$ cat config.mk
export PLATFORM = sky130hd
export DESIGN_NAME = uart_alu_sequencer_flat
export DESIGN_NICKNAME = d
export VERILOG_FILES = /design/src/rtl/uart_alu_sequencer_if.sv /design/src/rtl/uart_alu_sequencer.sv /design/src/flat_wrapper.sv
export SDC_FILE = /design/constraint.sdc
export NUM_CORES = 1
export LEC_CHECK = 0
export BUFFER_PORTS_ARGS = -buffer_cell sky130_fd_sc_hd__buf_2
export CAP_MARGIN = 20
export CORE_MARGIN = 4
export CORE_UTILIZATION = 53
export DETAILED_ROUTE_END_ITERATION = 12
export PLACE_DENSITY_LB_ADDON = 0.08
export SETUP_SLACK_MARGIN = 0.5
export SYNTH_ARGS = -nofsm -noshare
export SYNTH_HDL_FRONTEND = slang
export SYNTH_SLANG_ARGS = --single-unit
$ cat constraint.sdc
create_clock -name i_clock -period 2.5 [get_ports i_clock]
set_clock_uncertainty 0.05 [all_clocks]
set_input_delay 0.125 -clock i_clock [delete_from_list [all_inputs] [get_ports i_clock]]
set_output_delay 0.125 -clock i_clock [all_outputs]
set_load 0.01 [all_outputs]
$ cat src/rtl/uart_alu_sequencer_if.sv
// Bus between the frame sequencer and its UART RX, ALU and UART TX neighbours.
// The slave modport is the sequencer's view; the master modport is the environment's view.
interface uart_alu_sequencer_if #(
    parameter int unsigned DATA_W = 8,
    parameter int unsigned OP_W   = 6
);
    logic              i_rx_done;
    logic [DATA_W-1:0] i_rx_data;
    logic [DATA_W-1:0] i_alu_result;
    logic              i_tx_done;
    logic [DATA_W-1:0] o_alu_a;
    logic [DATA_W-1:0] o_alu_b;
    logic [OP_W-1:0]   o_alu_op;
    logic              o_tx_start;
    logic [DATA_W-1:0] o_tx_data;
    logic              o_busy;
    logic              o_timeout;
    logic              o_overrun;

    modport slave (
        input  i_rx_done, i_rx_data, i_alu_result, i_tx_done,
        output o_alu_a, o_alu_b, o_alu_op, o_tx_start, o_tx_data,
        output o_busy, o_timeout, o_overrun
    );

    modport master (
        output i_rx_done, i_rx_data, i_alu_result, i_tx_done,
        input  o_alu_a, o_alu_b, o_alu_op, o_tx_start, o_tx_data,
        input  o_busy, o_timeout, o_overrun
    );
endinterface

$ cat src/rtl/uart_alu_sequencer.sv
// Collects operand A, operand B and opcode from UART RX, drives the ALU, and
// hands the result to UART TX; a watchdog aborts frames that stall between bytes.
module uart_alu_sequencer #(
    parameter int unsigned DATA_W         = 8,
    parameter int unsigned OP_W           = 6,
    parameter int unsigned TIMEOUT_CYCLES = 1000000
) (
    input  logic                     i_clock,
    input  logic                     i_reset,
    uart_alu_sequencer_if.slave      bus
);
    localparam int unsigned CNT_W = $clog2(TIMEOUT_CYCLES) + 1;
    localparam logic [CNT_W-1:0] WD_LAST = CNT_W'(TIMEOUT_CYCLES - 1);

    typedef enum logic [2:0] {
        S_WAIT_A,
        S_WAIT_B,
        S_WAIT_OP,
        S_COMPUTE,
        S_SEND,
        S_WAIT_TX
    } state_e;

    state_e            state_q,    state_d;
    logic [DATA_W-1:0] alu_a_q,    alu_a_d;
    logic [DATA_W-1:0] alu_b_q,    alu_b_d;
    logic [OP_W-1:0]   alu_op_q,   alu_op_d;
    logic [DATA_W-1:0] tx_data_q,  tx_data_d;
    logic              tx_start_q, tx_start_d;
    logic              timeout_q,  timeout_d;
    logic              overrun_q,  overrun_d;
    logic [CNT_W-1:0]  wd_cnt_q,   wd_cnt_d;
    logic              wd_expired;

    // Watchdog only runs while waiting for the 2nd/3rd byte; an arriving byte beats expiry.
    assign wd_expired = (wd_cnt_q == WD_LAST) && !bus.i_rx_done;

    always_comb begin
        state_d    = state_q;
        alu_a_d    = alu_a_q;
        alu_b_d    = alu_b_q;
        alu_op_d   = alu_op_q;
        tx_data_d  = tx_data_q;
        tx_start_d = 1'b0;
        timeout_d  = 1'b0;
        overrun_d  = 1'b0;
        wd_cnt_d   = '0;

        case (state_q)
            S_WAIT_A: begin
                if (bus.i_rx_done) begin
                    alu_a_d = bus.i_rx_data;
                    state_d = S_WAIT_B;
                end
            end
            S_WAIT_B, S_WAIT_OP: begin
                if (bus.i_rx_done) begin
                    if (state_q == S_WAIT_B) begin
                        alu_b_d = bus.i_rx_data;
                        state_d = S_WAIT_OP;
                    end else begin
                        alu_op_d = bus.i_rx_data[OP_W-1:0];
                        state_d  = S_COMPUTE;
                    end
                end else if (wd_expired) begin
                    alu_a_d   = '0;
                    alu_b_d   = '0;
                    alu_op_d  = '0;
                    timeout_d = 1'b1;
                    state_d   = S_WAIT_A;
                end else begin
                    wd_cnt_d = wd_cnt_q + CNT_W'(1);
                end
            end
            S_COMPUTE: begin
                tx_data_d  = bus.i_alu_result;
                tx_start_d = 1'b1;
                overrun_d  = bus.i_rx_done;
                state_d    = S_SEND;
            end
            S_SEND: begin
                overrun_d = bus.i_rx_done;
                state_d   = S_WAIT_TX;
            end
            S_WAIT_TX: begin
                overrun_d = bus.i_rx_done;
                if (bus.i_tx_done) begin
                    state_d = S_WAIT_A;
                end
            end
            default: state_d = S_WAIT_A;
        endcase
    end

    always_ff @(posedge i_clock) begin
        if (!i_reset) begin
            state_q    <= S_WAIT_A;
            alu_a_q    <= '0;
            alu_b_q    <= '0;
            alu_op_q   <= '0;
            tx_data_q  <= '0;
            tx_start_q <= 1'b0;
            timeout_q  <= 1'b0;
            overrun_q  <= 1'b0;
            wd_cnt_q   <= '0;
        end else begin
            state_q    <= state_d;
            alu_a_q    <= alu_a_d;
            alu_b_q    <= alu_b_d;
            alu_op_q   <= alu_op_d;
            tx_data_q  <= tx_data_d;
            tx_start_q <= tx_start_d;
            timeout_q  <= timeout_d;
            overrun_q  <= overrun_d;
            wd_cnt_q   <= wd_cnt_d;
        end
    end

    assign bus.o_alu_a    = alu_a_q;
    assign bus.o_alu_b    = alu_b_q;
    assign bus.o_alu_op   = alu_op_q;
    assign bus.o_tx_data  = tx_data_q;
    assign bus.o_tx_start = tx_start_q;
    assign bus.o_timeout  = timeout_q;
    assign bus.o_overrun  = overrun_q;
    assign bus.o_busy     = (state_q != S_WAIT_A);
endmodule

$ cat src/flat_wrapper.sv
// flat-port wrapper written by rule: the top's interface ports become plain ports
module uart_alu_sequencer_flat 
#(
    parameter int unsigned DATA_W         = 8,
    parameter int unsigned OP_W           = 6,
    parameter int unsigned TIMEOUT_CYCLES = 1000000
)
  (i_clock, i_reset, bus_i_rx_done, bus_i_rx_data, bus_i_alu_result, bus_i_tx_done, bus_o_alu_a, bus_o_alu_b, bus_o_alu_op, bus_o_tx_start, bus_o_tx_data, bus_o_busy, bus_o_timeout, bus_o_overrun);
  uart_alu_sequencer_if #(.DATA_W(DATA_W), .OP_W(OP_W)) bus_i ();
  input  logic i_clock;
  input  logic i_reset;
  input wire logic [$bits(bus_i.i_rx_done)-1:0] bus_i_rx_done;
  input wire logic [$bits(bus_i.i_rx_data)-1:0] bus_i_rx_data;
  input wire logic [$bits(bus_i.i_alu_result)-1:0] bus_i_alu_result;
  input wire logic [$bits(bus_i.i_tx_done)-1:0] bus_i_tx_done;
  output wire logic [$bits(bus_i.o_alu_a)-1:0] bus_o_alu_a;
  output wire logic [$bits(bus_i.o_alu_b)-1:0] bus_o_alu_b;
  output wire logic [$bits(bus_i.o_alu_op)-1:0] bus_o_alu_op;
  output wire logic [$bits(bus_i.o_tx_start)-1:0] bus_o_tx_start;
  output wire logic [$bits(bus_i.o_tx_data)-1:0] bus_o_tx_data;
  output wire logic [$bits(bus_i.o_busy)-1:0] bus_o_busy;
  output wire logic [$bits(bus_i.o_timeout)-1:0] bus_o_timeout;
  output wire logic [$bits(bus_i.o_overrun)-1:0] bus_o_overrun;
  assign bus_i.i_rx_done = bus_i_rx_done;
  assign bus_i.i_rx_data = bus_i_rx_data;
  assign bus_i.i_alu_result = bus_i_alu_result;
  assign bus_i.i_tx_done = bus_i_tx_done;
  assign bus_o_alu_a = bus_i.o_alu_a;
  assign bus_o_alu_b = bus_i.o_alu_b;
  assign bus_o_alu_op = bus_i.o_alu_op;
  assign bus_o_tx_start = bus_i.o_tx_start;
  assign bus_o_tx_data = bus_i.o_tx_data;
  assign bus_o_busy = bus_i.o_busy;
  assign bus_o_timeout = bus_i.o_timeout;
  assign bus_o_overrun = bus_i.o_overrun;
  uart_alu_sequencer #(.DATA_W(DATA_W), .OP_W(OP_W), .TIMEOUT_CYCLES(TIMEOUT_CYCLES)) u_core (.i_clock(i_clock), .i_reset(i_reset), .bus(bus_i));
endmodule
==> impl_metrics.yaml <==
setup_path:
  worstSetupEndpointType: "flip-flop"
  r2r_start: "u_core.wd_cnt_q[12]$_SDFF_PP0_"
  cp_max_fo: 6
  arrival_ns: 2.34
  reg2reg_depth: 6
  start_kind: "flip-flop"
  crit_path_end: "u_core.wd_cnt_q[6]$_SDFF_PP0_"
  cp.required_ns: 2.66
  worstReg2RegEnd: "u_core.wd_cnt_q[6]$_SDFF_PP0_"
  criticalPathCategory: "reg2reg"
  r2r_setup_slack_ns: 0.32
  cp-startpoint: "u_core.wd_cnt_q[12]$_SDFF_PP0_"
run:
  maxCapViolCount: 0
timing:
  tightest_slew_ns: 0.556
  fmax_mhz: 459
  rsz0062_at_grt: "yes"
  setup_viol: 0
  tns_ns: 0
  finalCritPeriodShare: 0.872
  hold-worst-slack_ns: 0.00763
  hold_violations: 0
  max-slew-margin-rel: 0.628
  period_minus_slack_ns: 2.18
  drv_slew: 0
drt:
  num_vias: 2334
  postRouteAntennaNets: 0
  wl_per_cell_um: 14.9
  routed_via_density: 5.72
  dr.pass1.iters: 4
  route.final.wire_length_um: 6090
  dr.first_iter.drc_count: 182
  drc: 0
hold_path:
  holdCritPathClass: "in2reg"
  worstHoldStart: "bus_i_alu_result[1]"
layout:
  mostFrequentLayoutCell: "nand3_1"
  drive_gt1_frac: 0.301
  final_cell_mix: "nand3_1, buf_2, dfxtp_1, nor2_1"
  syn2layout_area_growth_pct: 29.0
  fillers: 374
  fin_nets: 373
  diodes: 0
floorplanning:
  die_area_sq_um: 5760
  initial_core_util: 0.553
  die_w_um: 75.9
  die_height_um: 75.9
  fp-row-count: 24
  ios: 54
  core_area_sq_um: 4410
synth:
  synth_top_cells_by_area: "dfxtp_1, nand3_1, o22ai_1, xor2_1, a21oi_1"
  yosys_warnings: 0
  synth_top_cell_by_area: "dfxtp_1"
  synth-seq-cells: 57
  synth-edff-count: 0
  synth_cells: 289
  ys_seq_area_frac: 0.467
  synthDominantCellAreaShare: 0.467
  postSynthAreaPerCell_sq_um: 8.45
  synth_cell_types: 38
  synth_area_sq_um: 2440
  synth_ff_type: "dfxtp_1"
  syn_nets: 310
  async_flop_share: 0
clock_tree:
  clk_path_buf_depth: 2
  clk_pin_slew_ns: 0.06
  numCtsBuffers: 9
  clock_latency_ns: 0.33
  cts_root_buffer: "clkbuf_8"
  cts_tree: "yes"
  cts.sinks: 57
  h-tree-depth: 3
global_routing:
  grt_max_degree: 33
  grt_pass1_wl_um: 9240
  grt_usage: 0.214
  grt_overflow: 0
  antenna_found_initial: 0
  grt_pass1_vias: 2003
power_and_ir_drop:
  pwr-share-comb: 0.099
  pwr_density_cell_nw_per_um2: 634
  sw_frac_of_total: 0.241
  p_leak_nw: 1.24
  peakVddDrop_uv: 380
  clkPwrFrac: 0.425
  p_seq_frac: 0.476
  netSwitchingPower_w: 0.000480
  intPower_w: 0.00151
outcome:
  status: "finished, final reports clean"
placement:
  hpwl_um: 3860
  placement.io_buffers: 53
  gp_congestion: 0.887
synthesized netlist by cell type (2+ instances only):
cell	n
inv_1	4
dfxtp_1	57
nor2_1	20
or4_1	6
and3_1	5
nand4_1	6
nor3_1	2
buf_4	2
a21oi_1	17
nand3_1	67
o31ai_1	5
or3_1	3
xnor2_1	3
clkbuf_1	18
o211ai_1	8
buf_2	3
nand2b_1	2
nor4_1	2
xor2_1	10
nand2_1	15
o21ai_0	4
o22ai_1	14
how the worst min path moves through the flow:
stage	end	slack, ns	cells after the start
CTS	u_core.bus.o_tx_data[1]$_SDFFE_PN0P_	0.0002	3
detailed placement	u_core.bus.o_tx_data[7]$_SDFFE_PN0P_	0.34	3
floorplan	u_core.bus.o_tx_data[7]$_SDFFE_PN0P_	0.22	2
finish	u_core.bus.o_tx_data[1]$_SDFFE_PN0P_	0.008	3
global route	u_core.bus.o_tx_data[2]$_SDFFE_PN0P_	0.01	3
global placement	u_core.bus.o_tx_data[7]$_SDFFE_PN0P_	0.33	3
cell type report:
cell class / count / area, sq um / area share
clock buffer: 12 / 155 / 0.0493
timing repair buffer: 75 / 469 / 0.149
clock inverter: 3 / 40.0 / 0.0127
inverter: 4 / 15.0 / 0.00477
sequential: 57 / 1160 / 0.367
tap: 52 / 65.1 / 0.0207
multi-input combinational: 205 / 1250 / 0.396
layer usage:
metal / routed length [um] / share of wire / GRT usage / vias to the layer above
li1: - / - / - / 1181
met1: 2700 / 0.44 / 0.287 / 1089
met2: 2980 / 0.49 / 0.322 / 58
met3: 329 / 0.054 / 0.0633 / 6
met4: 79 / 0.013 / 0.0874 / 0
met5: 0 / 0 / 0 / -
sequential cells by signal (all words and copies together) (netlist names):
signal	cells
u_core.bus.o_tx_data	8
u_core.bus.o_tx_start	1
u_core.state_q	3
u_core.bus.o_alu_op	6
u_core.wd_cnt_q	21
u_core.bus.o_alu_b	8
u_core.bus.o_timeout	1
u_core.bus.o_overrun	1
u_core.bus.o_alu_a	8
per-stage QoR:
| stage | power (W) | utilization | instances | instance area (sq um) | worst slack, ns |
|---|---|---|---|---|---|
| after floorplan | 0.00108 | - | 289 | 2460 | 0.439 |
| after global placement | 0.00115 | 0.623 | 379 | 2750 | 0.348 |
| after detailed placement | 0.00115 | 0.623 | 379 | 2750 | 0.297 |
| after CTS | 0.00201 | 0.696 | 405 | 3070 | 0.398 |
| after global routing | 0.00208 | 0.713 | 408 | 3150 | 0.272 |
| final | 0.00199 | 0.713 | 408 | 3150 | 0.320 |
power groups by stage:
stage / sequential [W] / clock [W] / combinational (W)
global route: 0.000952 / 0.000915 / 0.000218
finish: 0.000950 / 0.000848 / 0.000197
CTS: 0.000952 / 0.000862 / 0.000194
global placement: 0.000972 / 0 / 0.000175
detailed placement: 0.000973 / 0 / 0.000177
floorplan: 0.000976 / 0 / 0.000107
what timing repair did:
action | in CTS | in global routing
gates cloned | 3 | 0
endpoints found under the hold margin | 4 | 0
buffers inserted | 4 | 3
pin swaps | 0 | 5
resized for setup | 13 | 16
hold buffers | 4 | 0
endpoints found under the setup margin | 45 | 45
logic make-up after synthesis:
| family | count (synthesis) | synth area share |
|---|---|---|
| buffers and inverters | 27 | 0.0461 |
| AOI/OAI and AO/OA | 55 | 0.145 |
| xor gates and xnor gates | 13 | 0.0466 |
| DFF | 57 | 0.467 |
| and+or+nand+nor | 136 | 0.290 |
| adders and majority gates | 1 | 0.00512 |
worst max-delay path: stages, from the launching register on:
cell and delay, ns:
dfxtp_4 0.34, or4b_1 0.53, or4_4 0.59, o21bai_4 0.25, buf_6 0.13, buf_6 0.11, nor2_1 0.06
Power figures use the tool's default switching activity.
